==> src/rtl/mips16_prog_loader.sv <==
// mips16_prog_loader
// Boot-time loader for the 16-bit MIPS core. It takes a byte stream over a
// valid/ready handshake, builds 16-bit instruction words, writes them into
// instruction memory, checks an XOR checksum and keeps the core in reset
// until a load finishes cleanly.
//
// The stream is: count high byte, count low byte, N words (high byte then
// low byte), then a checksum byte equal to the XOR of every byte before it.
//
// Ports:
//   clk        : single clock, all state changes on the rising edge
//   reset      : asynchronous, active-low reset
//   start      : one-cycle pulse; begins a load from IDLE, RUN or ERR
//   rx_data    : stream byte
//   rx_valid   : rx_data is valid
//   rx_ready   : a byte can be accepted this cycle
//   imem_we    : instruction-memory write strobe (one cycle per word)
//   imem_addr  : instruction-memory word address
//   imem_wdata : instruction word
//   cpu_reset  : active-high reset to the core
//   busy       : load in progress
//   done       : load finished with a good checksum, core running
//   err        : bad word count or bad checksum
//
// state  | meaning
// IDLE   | after reset, waiting for start
// CNT_HI | waiting for word-count high byte
// CNT_LO | waiting for word-count low byte, range-check the count
// DAT_HI | waiting for high byte of the next word
// DAT_LO | waiting for low byte of the next word
// WRITE  | one-cycle instruction-memory write
// CHK    | waiting for checksum byte
// HOLD   | good checksum, counting down before releasing the core
// RUN    | core released
// ERR    | load failed, core held in reset

module mips16_prog_loader #(
  parameter int ADDR_W      = 8,
  parameter int HOLD_CYCLES = 4
) (
  input  logic              clk,
  input  logic              reset,
  input  logic              start,
  input  logic [7:0]        rx_data,
  input  logic              rx_valid,
  output logic              rx_ready,
  output logic              imem_we,
  output logic [ADDR_W-1:0] imem_addr,
  output logic [15:0]       imem_wdata,
  output logic              cpu_reset,
  output logic              busy,
  output logic              done,
  output logic              err
);

  localparam int          HW    = $clog2(HOLD_CYCLES + 1);
  localparam logic [16:0] MAX_N = 17'(1) << ADDR_W;

  typedef enum logic [3:0] {
    S_IDLE, S_CNT_HI, S_CNT_LO, S_DAT_HI, S_DAT_LO,
    S_WRITE, S_CHK, S_HOLD, S_RUN, S_ERR
  } state_t;

  state_t            state_q, state_d;
  logic [15:0]       cnt_q, cnt_d;
  logic [ADDR_W:0]   idx_q, idx_d;
  logic [7:0]        acc_q, acc_d;
  logic [7:0]        hi_q, hi_d;
  logic [7:0]        lo_q, lo_d;
  logic [HW-1:0]     hold_q, hold_d;

  logic              accept;
  logic [15:0]       cnt_full;
  logic              last_word;

  assign accept    = rx_valid && rx_ready;
  assign cnt_full  = {cnt_q[15:8], rx_data};
  // Index is one bit wider than the address so N = 2^ADDR_W fits.
  assign last_word = (17'(idx_q) == (17'(cnt_q) - 17'd1));

  always_ff @(posedge clk or negedge reset) begin
    if (!reset) begin
      state_q <= S_IDLE;
      cnt_q   <= '0;
      idx_q   <= '0;
      acc_q   <= '0;
      hi_q    <= '0;
      lo_q    <= '0;
      hold_q  <= '0;
    end else begin
      state_q <= state_d;
      cnt_q   <= cnt_d;
      idx_q   <= idx_d;
      acc_q   <= acc_d;
      hi_q    <= hi_d;
      lo_q    <= lo_d;
      hold_q  <= hold_d;
    end
  end

  always_comb begin
    state_d = state_q;
    cnt_d   = cnt_q;
    idx_d   = idx_q;
    acc_d   = acc_q;
    hi_d    = hi_q;
    lo_d    = lo_q;
    hold_d  = hold_q;
    unique case (state_q)
      S_IDLE, S_RUN, S_ERR: begin
        if (start) begin
          state_d = S_CNT_HI;
          acc_d   = '0;
          idx_d   = '0;
        end
      end
      S_CNT_HI: begin
        if (accept) begin
          cnt_d[15:8] = rx_data;
          acc_d       = acc_q ^ rx_data;
          state_d     = S_CNT_LO;
        end
      end
      S_CNT_LO: begin
        if (accept) begin
          cnt_d = cnt_full;
          acc_d = acc_q ^ rx_data;
          if (cnt_full == 16'd0 || 17'(cnt_full) > MAX_N) state_d = S_ERR;
          else                                             state_d = S_DAT_HI;
        end
      end
      S_DAT_HI: begin
        if (accept) begin
          hi_d    = rx_data;
          acc_d   = acc_q ^ rx_data;
          state_d = S_DAT_LO;
        end
      end
      S_DAT_LO: begin
        if (accept) begin
          lo_d    = rx_data;
          acc_d   = acc_q ^ rx_data;
          state_d = S_WRITE;
        end
      end
      S_WRITE: begin
        idx_d   = idx_q + 1'b1;
        state_d = last_word ? S_CHK : S_DAT_HI;
      end
      S_CHK: begin
        if (accept) begin
          if (rx_data == acc_q) begin
            state_d = S_HOLD;
            hold_d  = HW'(HOLD_CYCLES);
          end else begin
            state_d = S_ERR;
          end
        end
      end
      S_HOLD: begin
        if (hold_q <= HW'(1)) state_d = S_RUN;
        else                  hold_d  = hold_q - 1'b1;
      end
      default: state_d = S_IDLE;
    endcase
  end

  // Outputs come only from registers so nothing depends combinationally
  // on the stream inputs.
  assign rx_ready   = (state_q == S_CNT_HI) || (state_q == S_CNT_LO) ||
                      (state_q == S_DAT_HI) || (state_q == S_DAT_LO) ||
                      (state_q == S_CHK);
  assign imem_we    = (state_q == S_WRITE);
  assign imem_addr  = idx_q[ADDR_W-1:0];
  assign imem_wdata = {hi_q, lo_q};
  assign cpu_reset  = (state_q != S_RUN);
  assign busy       = (state_q != S_IDLE) && (state_q != S_RUN) &&
                      (state_q != S_ERR);
  assign done       = (state_q == S_RUN);
  assign err        = (state_q == S_ERR);

endmodule

==> config.mk <==
export PLATFORM = sky130hd
export DESIGN_NAME = mips16_prog_loader
export DESIGN_NICKNAME = d
export VERILOG_FILES = /design/src/rtl/mips16_prog_loader.sv
export SDC_FILE = /design/constraint.sdc
export NUM_CORES = 1
export LEC_CHECK = 0
export BUFFER_PORTS_ARGS = -buffer_cell sky130_fd_sc_hd__buf_2
export CORE_MARGIN = 4
export CORE_UTILIZATION = 58
export CTS_CLUSTER_DIAMETER = 150
export CTS_CLUSTER_SIZE = 16
export DETAILED_ROUTE_END_ITERATION = 8
export PLACE_DENSITY = 0.84
export SETUP_SLACK_MARGIN = 0.2
export SLEW_MARGIN = 20
export SYNTH_ARGS = -nofsm -noshare
export SYNTH_HDL_FRONTEND = slang
export SYNTH_SLANG_ARGS = --single-unit
==> constraint.sdc <==
create_clock -name clk -period 2.2 [get_ports clk]
set_input_delay 0.33 -clock clk [delete_from_list [all_inputs] [get_ports clk]]
set_output_delay 0.33 -clock clk [all_outputs]
set_load 0.01 [all_outputs]
---- Yosys cells after proc, flatten, opt, wreduce, memory -nomap -nowiden ----
Index checks and enable logic that the tools add are counted.
W data, S select, Z words.
word-level totals
  input port bits ......................... 12
  output and inout port bits .............. 30
  register bits ........................... 56
operators by class
  mux-type cells .......................... 22
  magnitude comparators ................... 2
  add/subtract/negate cells ............... 3
  equal/unequal tests ..................... 23
  reductions and logical operators ........ 24
  bitwise gates (word level) .............. 2
operators by type and width
  cell                     count
  $mux W4                  9
  $pmux W4 S8              1
  $pmux W8 S2              2
  $mux W8                  3
  $ne A2 B2 Y1 const B     9
  $pmux W9 S2              1
  $eq A9 B17 Y1            1
  $sub A16 B1 Y17 const B  1
  $eq A4 B3 Y1 const B     4
  $gt A16 B9 Y1 const B    1
  $logic_not A16 Y1        1
  $mux W3                  4
  $add A9 B1 Y9 const B    1
  $mux W9                  1
  $eq A4 B2 Y1 const B     2
  $eq A4 B4 Y1 const B     2
  $eq A8 B8 Y1             1
  $ne A4 B4 Y1 const B     2
  $reduce_and A2 Y1        4
  $xor A8 B8 Y8            1
  $reduce_and A7 Y1        1
  $pmux W3 S2              1
  $reduce_and A3 Y1        2
  $reduce_bool A2 Y1       3
  12 further kinds         18

---- Logic depth before layout (Yosys ltp) ----
Gate-level depths: netlist of run 1.
  word-level depth ........................ 8
  gate-level depth with buffers ........... 9
  gate-level depth less buffers ........... 8

---- Worst setup path after synthesis of run 1 ----
Ideal clock, no wire load.
  path type ............................... register to register
  start ................................... register cnt_q[0]
  end ..................................... register state_q[0]
  setup slack ............................. 0.157 ns
  data required time ...................... 2.062 ns
  path buffers ............................ 0
  setup time .............................. 0.138 ns
  clock period less this slack ............ 2.043 ns
  arrival ................................. 1.905 ns
  stages on the path, launching flop included .. 9
  cell sequence ........................... dfrtp_1 > inv_1 > ha_1 > nor4b_4 > and3_1 > a211oi_1 > a211o_1 > a2111oi_2 > o31ai_1
between the ends
  longest elaborated chain between the ends .. 4
RTL lines
  item                      line  text
  start: declaration        65    logic [15:0] cnt_q, cnt_d;
  start signal: assignment  92    cnt_q <= cnt_d;
  $sub A16 B1 Y17           79    assign last_word = (17'(idx_q) == (17'(cnt_q) - 17'd1));
  $eq A9 B17 Y1             79
  $mux W3                   148   state_d = last_word ? S_CHK : S_DAT_HI;
  $pmux W4 S8               109   unique case (state_q)
  end signal: assignment    91    state_q <= state_d;
  end: declaration          64    state_t state_q, state_d;
No other way between the ends.
A chain may end at the register's enable or synchronous reset.

---- Final worst setup path of run 1 ----
  start ................................... register cnt_q[5]
  end ..................................... register state_q[2]
The elaborated chain is that of the path after synthesis.

==> results of run 1 <==
[final cells by class]
class | count | share of cell area, %
inverter | 12 | 1.227
clock inverter | 3 | 1.363
sequential | 56 | 38.24
multi-input combinational | 214 | 45.84
tap | 70 | 2.386
clock buffer | 5 | 1.875
timing repair buffer | 58 | 9.066
[sequential cells by signal, indices dropped and copies added (netlist names)]
name / flops
state_q: 4
hi_q: 8
idx_q: 9
lo_q: 8
hold_q: 3
acc_q: 8
cnt_q: 16
[through the flow]
step | power [mW] | cells | worst slack, ns | hold WS [ns]
after floorplan | 3.331 | 300 | 0.2042 | 0.03441
after global placement | 3.863 | 406 | 0.1465 | 0.4642
after detailed placement | 3.954 | 406 | 0.06778 | 0.4744
after CTS | 4.793 | 418 | 0.1801 | 0.1542
after global routing | 5.230 | 418 | -0.08710 | 0.1793
final | 4.857 | 418 | 0.08634 | 0.1320
[cells by family (layout without fill, tap and decap cells)]
group / after synthesis / after routing / synth area share [%]
compound gates: 57 / 57 / 12.56
xor+xnor: 23 / 23 / 6.376
fa+ha+maj: 5 / 5 / 1.901
buf+inv: 30 / 78 / 4.712
flops: 56 / 56 / 44.36
mux: 35 / 35 / 12.40
simple gates: 94 / 94 / 17.70
[cell usage after synthesis, drive strengths merged, types with 2 or more instances]
library cell,number,area [um2]
a2111oi,2,23.77
a211o,3,26.28
a211oi,2,15.01
a21o,10,75.07
a21oi,2,10.01
and3,2,12.51
buf,12,81.32
clkbuf,6,22.52
dfrtp,56,1401
ha,4,50.05
inv,12,45.04
mux2,33,371.6
mux2i,2,20.02
nand2,21,81.33
nand2b,7,43.79
nand3,13,65.06
nand4,8,50.05
nor2,8,30.03
nor2b,2,12.51
nor3,7,45.04
nor3b,10,75.07
nor4,5,46.29
o2111ai,2,17.52
o211ai,3,22.52
o21ai,20,100.1
o31ai,4,30.03
or2,2,12.51
or4,2,15.01
xnor2,14,122.6
xor2,9,78.83
[layer usage]
layer | global-route usage [%] | wire length, um | vias to the layer above | part of all wire (%)
li1 | - | - | 1182 | -
met1 | 30.94 | 3263 | 1239 | 46
met2 | 36.35 | 3363 | 75 | 48
met3 | 4.825 | 368 | 9 | 5.2
met4 | 5.482 | 76 | 0 | 1.1
met5 | 0 | 0 | - | 0
[worst max-delay path, cell delays in order, from the launching register on]
cell	delay, ns
dfrtp_1	0.51
nor3_4	0.33
nand4b_1	0.22
a211oi_1	0.39
o2111ai_2	0.20
a2111oi_4	0.25
a21o_1	0.16
[repair_timing]
action                     4_1_cts  5_1_grt
pin swaps                        4        6
setup endpoints to repair        3       13
gates resized for setup          7        7
gates cloned                     0        0
buffers inserted                 4        0
[final timing paths]
check                                      from                      to  slack (ns)
min in group clk                     rx_data[3]     hi_q[3]$_DFFE_PN0P_        0.37
hold / removal                            reset     hi_q[6]$_DFFE_PN0P_        0.13
setup reg to reg           cnt_q[5]$_DFFE_PN0P_  state_q[2]$_DFFE_PN0P_        0.09
max in group asynchronous                 reset  state_q[1]$_DFFE_PN0P_        1.55
hold reg to reg             hi_q[2]$_DFFE_PN0P_     hi_q[2]$_DFFE_PN0P_        0.49
setup / recovery           cnt_q[5]$_DFFE_PN0P_  state_q[2]$_DFFE_PN0P_        0.09
[power groups by stage]
stage               sequential [mW]  clock [mW]  combinational, mW
finish                         1.98       0.722               2.15
global route                   2.06       0.784               2.39
CTS                            1.94       0.742               2.11
detailed placement             1.95           0               2.01
global placement               1.91           0               1.95
floorplan                      1.88           0               1.45
==> flow_summary.ini, run 1 <==
[status]
status = finished clean

[detailed_routing]
vias = 2505
drc = 0
firstDrtPassIters = 4
ant_nets = 0
drt_iter0_drc = 110
via_per_inst = 5.993
wl_per_cell_um = 16.92
wl_um = 7071

[worst_setup_path]
cp.required_ns = 2.46
crit_type = flip-flop to flip-flop
reg2reg_depth = 6
path_max_fanout = 6
end_kind = flip-flop
critPathLaunchType = flip-flop
critical_path_arrival_ns = 2.38

[sta]
worstMarginPinSlew_ns = 0.7111
final_hold_viol_count = 0
report.final.slew_viol_count = 0
rsz0062_at_grt = true
skew_ns = 0.006962
finalCritPeriodShare_pct = 96.08
slew_headroom_pct = 52.59
finalSetupTns_ns = 0
max_freq_mhz = 473.1
setup_viol = 0
layout_min_cycle_time_ns = 2.114

[cts]
cts_buffers = 5
h-tree-depth = 2
clkLatencyLatePin_ns = 0.32
cts_max_path_buffers = 2
clk_pin_slew_ns = 0.11
cts_hold_buf = 0
tritoncts = yes
cts_root_buffer = clkbuf_8
cts_sinks = 56

[floorplanning]
die-height_um = 81.81
fp.dieW_um = 81.81
die_area_um2 = 6692
core-area_um2 = 5205
rows = 26
start_util_pct = 60.70
ios = 42

[power_and_ir_drop]
p_sw_mw = 1.966
p_leak_nw = 1.655
intPower_mw = 2.892
power_frac_clock_pct = 14.9
p_per_area_nw_per_um2 = 1323
ir_worst_vdd_uv = 881.0
power_frac_seq_pct = 40.8
p_sw_share_pct = 40.47
combPwrFrac_pct = 44.3

[synthesis]
yosysUniqueCellTypes = 56
synth_fp_nets = 316
ys.flop_type = dfrtp_1
synth_warnings = 0
synth_seq_cells = 56
synthesis.area_um2 = 3159
avgSynthCellArea_um2 = 10.53
synthArstFlopShare_pct = 100.0
synth_edf_count = 0
synthCells = 300
synth.yosys.seq_area_share_pct = 44.36

[final_layout]
most-common-layout-cells = dfrtp_1, buf_2, nand2_1
stdcell_area_um2 = 3671
final-seq-area_um2 = 1404
layout_commonest_cell = dfrtp_1
fin_util_pct = 70.53
multi_input_area_um2 = 1683
n_fill_cell = 417
fin_nets = 363
syn2layout_area_growth_pct = 16.20
diodes = 0
drive_gt1_share_pct = 29.31

[placement]
numPortBuffers = 41
hpwl_um = 4914
dpl_cell_area_um2 = 3461
gp_congestion = 0.9242

[global_routing]
grt_pass1_vias = 2407
grt.total_usage_pct = 22.49
gr-total-overflow = 0
grt_start_max_net_pins = 57
grt_pass1_wl_um = 11560
antenna_found_initial = 0

[hold_path]
hold_class = input port to async pin

[flow_run]
maxCapViolCount = 0
Power figures use the tool's default switching activity.
==> run 2, diff against run 1 <==
--- a/config.mk
+++ b/config.mk
@@ -5,13 +5,13 @@
 export SDC_FILE = /design/constraint.sdc
 export NUM_CORES = 1
 export LEC_CHECK = 0
-export BUFFER_PORTS_ARGS = -buffer_cell sky130_fd_sc_hd__buf_2
 export CORE_MARGIN = 4
-export CORE_UTILIZATION = 58
+export CORE_UTILIZATION = 63
 export CTS_CLUSTER_DIAMETER = 150
 export CTS_CLUSTER_SIZE = 16
 export DETAILED_ROUTE_END_ITERATION = 8
-export PLACE_DENSITY = 0.84
+export DONT_BUFFER_PORTS = 1
+export PLACE_DENSITY = 0.83
 export SETUP_SLACK_MARGIN = 0.2
 export SLEW_MARGIN = 20
 export SYNTH_ARGS = -nofsm -noshare
==> run 2 against run 1 <==
Critical path depth up 3. Global-route usage down 0.13 points. Power down 7.5%. Highest routed layer unchanged. Sequential share of layout area up 2.9 points. Largest power group is now registers. Non-clock buffer count down 44. Maximum frequency up 4.4%.
==> flow_summary.ini, run 2 (synthesis results as in run 1) <==
[global_routing]
grt_pass1_wl_um = 11010
grt.total_usage_pct = 22.37
gr-total-overflow = 0
grt_start_max_net_pins = 57
antenna_found_initial = 0
grt_pass1_vias = 2302

[detailed_routing]
ant_nets = 0
drt_iter0_drc = 154
dr_wl_met3_um = 441
wl_um = 6653
vias = 2310
drt-met1-wl_um = 3031
routed.top_layer = met4
firstDrtPassIters = 4
drc = 0
wl_per_cell_um = 17.93
via_per_inst = 6.226
dr_wl_met2_um = 3116

[cts]
cts_buffers = 5
clk_pin_slew_ns = 0.11
tritoncts = yes
cts_root_buffer = clkbuf_8
cts_sinks = 56
clkLatencyLatePin_ns = 0.31
h-tree-depth = 2
cts_max_path_buffers = 2

[power_and_ir_drop]
p_leak_nw = 1.449
ir_worst_vdd_uv = 871.2
p_per_area_nw_per_um2 = 1315

[sta]
slew_headroom_pct = 59.80
finalCritPeriodShare_pct = 91.99
report.final.slew_viol_count = 0
rsz0062_at_grt = true
whs_ns = 0.1472
layout_min_cycle_time_ns = 2.024
skew_ns = 0.01080
final_hold_viol_count = 0
worstMarginPinSlew_ns = 0.5986
finalSetupTns_ns = 0
max_freq_mhz = 494.1
layout_setup_ws_ns = 0.1763
setup_viol = 0

[final_layout]
drive_gt1_share_pct = 18.42
layout_commonest_cell = dfrtp_1
diodes = 0
largest_register_ffs = 16
fin_nets = 319
regMostFlops = cnt_q
syn2layout_area_growth_pct = 8.119
multi_input_area_um2 = 1664
reg_top3 = cnt_q x16, idx_q x9
n_fill_cell = 351
most-common-layout-cells = dfrtp_1, nand2_1, mux2_2
final-seq-area_um2 = 1404

[placement]
numPortBuffers = 0
hpwl_um = 4707
dp_slack_ns = 0.06238
gp_congestion = 0.8961

[hold_path]
worstHoldStart = rx_data[1]
hold_class = input port to flip-flop
holdPathEnd = lo_q[1]$_DFFE_PN0P_
hold_depth = 1

[worst_setup_path]
critical_path_arrival_ns = 2.22
critPathLaunchType = flip-flop
crit_type = flip-flop to flip-flop
end_kind = flip-flop
r2r_start = cnt_q[1]$_DFFE_PN0P_
reg2reg_depth = 9
timing.rr.end = state_q[0]$_DFFE_PN0P_
cp.required_ns = 2.40
path_max_fanout = 4
r2r_slack_ns = 0.18

[flow_run]
maxCapViolCount = 0

[floorplanning]
rows = 25
start_util_pct = 66.01
die_area_um2 = 6212
ios = 42
core-area_um2 = 4786
fp.dieW_um = 78.82
die-height_um = 78.82

[status]
status = finished clean
-- run 2: stage by stage --
step,std cells,power (mW),area [um2],util (%)
after detailed placement,356,3.745,3207,67.01
after CTS,369,4.439,3374,70.51
after global routing,371,4.824,3416,71.37
after floorplan,300,3.331,3174,-
after global placement,356,3.644,3207,67.01
final,371,4.493,3416,71.37
-- run 2: metal layers --
metal,vias to the layer above,GRT usage [%]
met5,-,0
met4,0,4.983
met3,7,6.463
met2,69,36.76
met1,1147,29.56
li1,1087,-
-- run 2: area by class of cell --
| type | count | area share [%] |
|---|---|---|
| Multi-Input combinational cell | 214 | 48.72 |
| Clock buffer | 5 | 2.015 |
| Clock inverter | 3 | 0.6593 |
| Sequential cell | 56 | 41.10 |
| Inverter | 12 | 1.319 |
| Tap cell | 67 | 2.454 |
| Timing Repair Buffer | 14 | 3.736 |
-- run 2: report_power, final --
| part | leakage (nW) | internal [mW] | switching [mW] |
|---|---|---|---|
| Sequential | 0.694 | 1.46 | 0.591 |
| Clock | 0.0485 | 0.229 | 0.354 |
| Combinational | 0.707 | 0.945 | 0.915 |
-- run 2: what timing repair did --
item / in CTS / in global routing
endpoints found under the setup margin: 3 / 13
resized for setup: 4 / 7
buffers inserted: 3 / 2
hold buffers: 2 / 0
pin swaps: 6 / 2
endpoints found under the hold margin: 56 / 0
-- run 2: worst max-delay path, stage by stage (launching register included) --
cell       delay (ns)
dfrtp_1          0.42
inv_2            0.08
ha_4             0.13
nor4b_4          0.28
buf_4            0.18
nor2b_1          0.16
xnor2_1          0.14
o2111ai_1        0.18
a2111oi_4        0.25
o31ai_1          0.10
-- run 2: worst max-delay path by stage --
stage | slack (ns) | cells past startpoint | endpoint | startpoint
3_3_place_gp | 0.14 | 8 | state_q[0]$_DFFE_PN0P_ | cnt_q[1]$_DFFE_PN0P_
3_5_place_dp | 0.06 | 8 | state_q[0]$_DFFE_PN0P_ | cnt_q[1]$_DFFE_PN0P_
2_1_floorplan | 0.20 | 8 | state_q[0]$_DFFE_PN0P_ | cnt_q[0]$_DFFE_PN0P_
4_1_cts | 0.10 | 8 | state_q[0]$_DFFE_PN0P_ | cnt_q[1]$_DFFE_PN0P_
5_1_grt | 0.06 | 6 | state_q[2]$_DFFE_PN0P_ | cnt_q[3]$_DFFE_PN0P_
6_report | 0.18 | 9 | state_q[0]$_DFFE_PN0P_ | cnt_q[1]$_DFFE_PN0P_
